===== config.mk =====
export PLATFORM = sky130hd
export DESIGN_NAME = mul_wb_buffer
export DESIGN_NICKNAME = d
export VERILOG_FILES = /design/src/rtl/mul_wb_buffer.sv
export SDC_FILE = /design/constraint.sdc
export NUM_CORES = 1
export LEC_CHECK = 0
export ABC_AREA = 1
export BUFFER_PORTS_ARGS = -buffer_cell sky130_fd_sc_hd__buf_2
export CAP_MARGIN = 0
export CORE_ASPECT_RATIO = 0.6
export CORE_MARGIN = 2
export CORE_UTILIZATION = 58
export DETAILED_ROUTE_END_ITERATION = 16
export PLACE_DENSITY_LB_ADDON = 0.25
export SKIP_CTS_REPAIR_TIMING = 1
export SYNTH_ARGS = -nofsm -noshare
export SYNTH_HDL_FRONTEND = slang
export SYNTH_SLANG_ARGS = --single-unit

===== constraint.sdc =====
create_clock -name clk -period 8.5 [get_ports clk]
set_clock_uncertainty 0.1 [all_clocks]
set_input_delay 1.7 -clock clk [delete_from_list [all_inputs] [get_ports clk]]
set_output_delay 1.7 -clock clk [all_outputs]
set_load 0.03 [all_outputs]

===== src/rtl/mul_wb_buffer.sv =====
// Multiplier writeback buffer: tracks issued-op destination tags and queues results for writeback.
// Optional macro MUL_WB_BYPASS_EN adds a same-cycle multiplier-to-writeback path when the queue is empty.
module mul_wb_buffer #(
   parameter int TAG_W = 5,
   parameter int DEPTH = 2
) (
   input  logic             clk,
   input  logic             rst_n,
   input  logic             issue_fire_i,
   input  logic             issue_wreg_i,
   input  logic [TAG_W-1:0] issue_waddr_i,
   input  logic             mul_done_i,
   input  logic [31:0]      mul_result_i,
   output logic             mul_ack_o,
   output logic             wb_valid_o,
   input  logic             wb_ready_i,
   output logic             wb_wreg_o,
   output logic [TAG_W-1:0] wb_waddr_o,
   output logic [31:0]      wb_wdata_o,
   input  logic             flush_i,
   output logic             tag_full_o,
   output logic             err_o
);
   localparam int PW = $clog2(DEPTH);

   typedef struct packed {
      logic             wreg;
      logic [TAG_W-1:0] waddr;
      logic [31:0]      wdata;
   } res_t;

   // Two-slot tag FIFO; kill bits live apart from the payload so they can be reset and flushed.
   logic [TAG_W-1:0] tag_waddr [2];
   logic [1:0]       tag_wreg;
   logic [1:0]       tag_kill;
   logic             tag_rd, tag_wr;
   logic [1:0]       tag_cnt;
   logic             tag_empty, tag_full, head_kill, tag_push, tag_pop;

   res_t             res_mem [DEPTH];
   logic [PW-1:0]    res_rd, res_wr;
   logic [PW:0]      res_cnt;
   logic             res_empty, res_full, res_push, res_pop, bypass;
   res_t             res_head;

   assign tag_empty  = (tag_cnt == 2'd0);
   assign tag_full   = (tag_cnt == 2'd2);
   assign head_kill  = tag_kill[tag_rd];
   assign tag_full_o = tag_full;
   assign res_empty  = (res_cnt == '0);
   assign res_full   = (res_cnt == (PW+1)'(DEPTH));
   assign res_head   = res_mem[res_rd];

   // NOTE: every signal written here gets a default first, so no path can leave it unassigned and infer a latch.
   always_comb begin
      bypass = 1'b0;
`ifdef MUL_WB_BYPASS_EN
      bypass = mul_done_i & ~tag_empty & ~head_kill & res_empty & ~flush_i;
`endif
      // An orphan result (no tag) is always consumed so the multiplier can never wedge.
      mul_ack_o  = rst_n & mul_done_i & (tag_empty | head_kill | ~res_full);
      tag_pop    = mul_ack_o & ~tag_empty;
      tag_push   = issue_fire_i & (~tag_full | tag_pop);
      res_push   = tag_pop & ~head_kill & ~flush_i & ~(bypass & wb_ready_i);
      res_pop    = ~res_empty & wb_ready_i;
      wb_valid_o = ~res_empty | bypass;
      wb_wreg_o  = 1'b0;
      wb_waddr_o = '0;
      wb_wdata_o = '0;
      if (!res_empty) begin
         wb_wreg_o  = res_head.wreg;
         wb_waddr_o = res_head.waddr;
         wb_wdata_o = res_head.wdata;
      end else if (bypass) begin
         wb_wreg_o  = tag_wreg[tag_rd];
         wb_waddr_o = tag_waddr[tag_rd];
         wb_wdata_o = mul_result_i;
      end
   end

   // NOTE: state uses non-blocking assignments so every flop samples pre-edge values regardless of statement order.
   always_ff @(posedge clk or negedge rst_n) begin
      if (!rst_n) begin
         tag_rd   <= 1'b0;
         tag_wr   <= 1'b0;
         tag_cnt  <= 2'd0;
         tag_kill <= 2'b00;
      end else begin
         if (flush_i) tag_kill <= 2'b11;
         // The flush-cycle push lands after the blanket kill, so that op survives.
         if (tag_push) begin
            tag_kill[tag_wr] <= 1'b0;
            tag_wr           <= ~tag_wr;
         end
         if (tag_pop) tag_rd <= ~tag_rd;
         tag_cnt <= tag_cnt + 2'(tag_push) - 2'(tag_pop);
      end
   end

   // NOTE: payload storage is not reset; occupancy counters alone decide what is valid, and outputs are gated by them.
   always_ff @(posedge clk) begin
      if (tag_push) begin
         tag_wreg[tag_wr]  <= issue_wreg_i;
         tag_waddr[tag_wr] <= issue_waddr_i;
      end
   end

   always_ff @(posedge clk or negedge rst_n) begin
      if (!rst_n) begin
         res_rd  <= '0;
         res_wr  <= '0;
         res_cnt <= '0;
      end else if (flush_i) begin
         res_rd  <= '0;
         res_wr  <= '0;
         res_cnt <= '0;
      end else begin
         if (res_push) res_wr <= res_wr + PW'(1);
         if (res_pop)  res_rd <= res_rd + PW'(1);
         res_cnt <= res_cnt + (PW+1)'(res_push) - (PW+1)'(res_pop);
      end
   end

   always_ff @(posedge clk) begin
      if (res_push) res_mem[res_wr] <= '{wreg: tag_wreg[tag_rd], waddr: tag_waddr[tag_rd], wdata: mul_result_i};
   end

   always_ff @(posedge clk or negedge rst_n) begin
      if (!rst_n) begin
         err_o <= 1'b0;
      end else if ((mul_done_i & tag_empty) | (issue_fire_i & tag_full & ~tag_pop)) begin
         err_o <= 1'b1;
      end
   end

endmodule

==> results.txt <==
Comb power frac: 35.6%
I/O pins: 86
Area grow syn2layout: 19.3%
Post-route ant nets: 0
Initial DRC count: 159
Rows: 23
Power density over cell area: 330 nW/um^2
Startpoint types: input pin
Detailed Routing Iterations Pass 1: 4
Yosys warnings: 0
R2R Path Start: tag_rd
Internal power: 960 uW
Status: finished clean
Post-Syn Area: 3980 sq um
Switching share of power: 38.6%
Final hold vios: 0
Clk_lat worst skew: 0.33 ns
Leakage power: 0.00203 uW
Via count: 2529
Initial Util: 59.8%
Flop pwr share: 39.8%
Peak VDD IR: 0.170 mV
Worst setup EP type: output port
F_max: 232 MHz
DP Cell Count: 483
Final WS setup: 4.18 ns
Global-route wire length before repair: 11100 microns
Fin Setup TNS: 0 ns
Fin Hold WS: 0.403 ns
CP Class: in2out
Syn Inst Count: 323
Synth Register Bits: 99
IO Port Bufs: 85
Final period util: 50.8%
P_sw: 603 uW
Setup violators final: 0
Worst rel slew slack: 28.0%
Non-Filler Instances: 498
HP Start: err_o
Via/cell ratio: 5.08
Total grt overflow: 0
DP Wirelength: 4530 microns
# diodes: 0
Total track usage: 19.7%
Longest Clk Path Bufs: 2
Die area: 7550 sq um
Post-Syn Area per Cell: 12.3 sq um
Total power: 1560 uW
CTS tree: yes
Initial antenna violation count: 0
Worst Hold Class: reg2reg
Fin crit period: 4.32 ns
Core footprint: 6650 sq um
Final nets: 454
Clock group share of total power: 24.6%
Proportion of layout cells with a drive suffix above 1: 29.0%
Crit path required time: 6.70 ns
CP startpoint: rst_n
Synth area leader: edfxtp_1
Synthesized Nets: 370
Drt wl/cell: 14.4 microns
CP Max Fanout: 12
Sequential fraction of the synthesis area: 73.4%
# H-tree levels: 3
Die height: 68.1 microns
Dominant cells by area after synthesis: edfxtp_1 66%, nand2_1 10%, dfrtp_1 6.9%
Worst slack, placed: 4.17 ns
Unrepaired setup endpoints after global routing: false
Synth cell types: 22
Clock Sinks: 99
Routed WL: 7180 microns
Share of the synthesized area in the top cell type: 66.5%
Number of buffers created by CTS: 9
Arr. time, crit path: 2.52 ns
Largest net degree at the start of global routing: 42
Clk root buf: clkbuf_16
Number of global-route vias before repair: 2226
Placer Congestion: 0.781
Die Wd: 111 microns
Clock transition at path regs: 0.06 ns
Count of final max-slew check failures: 0
# DRC: 0
Maxcap violations: 0
Worst-Margin Slew: 1.08 ns
==> flip-flops by register name (all words and copies together) (netlist names) <==
register   cells
res_rd         1
tag_wreg       2
tag_rd         1
tag_waddr     10
tag_wr         1
res_cnt        2
res_mem       76
tag_cnt        2
tag_kill       2
err_o          1
res_wr         1
==> critical path: stages <==
cell     delay [ns]
buf_2          0.25
nand2_1        0.08
inv_1          0.17
nand2_4        0.08
inv_1          0.05
buf_2          0.18
==> per-layer routing <==
metal / track usage (%) / up-vias / part of all wire [%]
met4: 5.63 / 0 / 0.26
li1: - / 1259 / -
met3: 7.35 / 2 / 7.7
met5: 0 / - / 0
met2: 28.8 / 96 / 46
met1: 28.2 / 1172 / 46
==> area by class of cell <==
class	count	area, sq um
Timing Repair Buffer	87	440
Clock inverter	5	55.1
Inverter	23	91.3
Fill cell	485	1910
Tap cell	87	109
Multi-Input combinational cell	187	900
Clock buffer	10	229
Sequential cell	99	2920
==> power groups by stage <==
stage,logic [uW],registers [uW],clock network [uW]
2_1_floorplan,426,618,0
3_3_place_gp,551,629,0
3_5_place_dp,559,632,0
4_1_cts,561,621,390
5_1_grt,612,627,410
6_report,557,622,384
==> per-stage QoR <==
stage | util, % | cell area (sq um)
global placement | 67.1 | 4460
floorplan | - | 3980
global route | 71.3 | 4740
detailed placement | 67.1 | 4460
finish | 71.3 | 4740
CTS | 71.3 | 4740
==> cells by family after synthesis <==
family,Yosys count,share of synthesized area (%)
and+or+nand+nor,138,15.1
DFF,99,73.4
AOI/OAI and AO/OA,42,5.29
buffers and inverters,37,4.34
xor gates and xnor gates,4,0.881
adders and majority gates,3,0.944
==> worst paths after layout <==
| check | endpoint | slack (ns) | cells past startpoint |
|---|---|---|---|
| max reg2reg | res_mem[1][12] | 6.01 | 6 |
| min in group asynchronous | tag_cnt[1] | 1.14 | 1 |
| min reg2reg | err_o | 0.40 | 2 |
| max | mul_ack_o | 4.18 | 6 |
| max in group asynchronous | tag_kill[0] | 6.95 | 1 |
| min | err_o | 0.40 | 2 |
==> cell usage after synthesis <==
library cell and n:
nand3_2 2, inv_6 1, clkbuf_1 4, xnor2_1 1, edfxtp_1 88, inv_1 18, a21oi_1 40, buf_6 1
nand2_4 6, ha_1 3, o21ai_1 2, buf_2 5, nor2_2 3, nor2_4 1, dfrtp_1 11, buf_4 4
nand2_1 109, xor2_1 3, nor2_1 10, nand4_1 2, nand3_1 5, inv_2 4
==> cell usage in the layout (no fill, tap or decap) <==
| cell type | count |
|---|---|
| nand2_1 | 109 |
| edfxtp_1 | 88 |
| buf_2 | 85 |
| a21oi_1 | 40 |
| inv_1 | 18 |
| dfrtp_1 | 11 |
| clkbuf_16 | 9 |
| nor2_1 | 8 |
| nand2_4 | 6 |
| nand3_1 | 5 |
| inv_2 | 4 |
| nor2_4 | 3 |
| nor2_2 | 3 |
| xor2_1 | 3 |
| ha_1 | 3 |
| nand3_2 | 2 |
| nand4_1 | 2 |
| o21ai_1 | 2 |
| buf_4 | 2 |
| inv_6 | 1 |
| xnor2_1 | 1 |
| bufinv_16 | 1 |
| clkinv_1 | 1 |
| clkinv_4 | 1 |
| clkinv_2 | 1 |
| clkinvlp_4 | 1 |
| clkbuf_1 | 1 |
No activity file was read; power rests on OpenSTA's default activity.
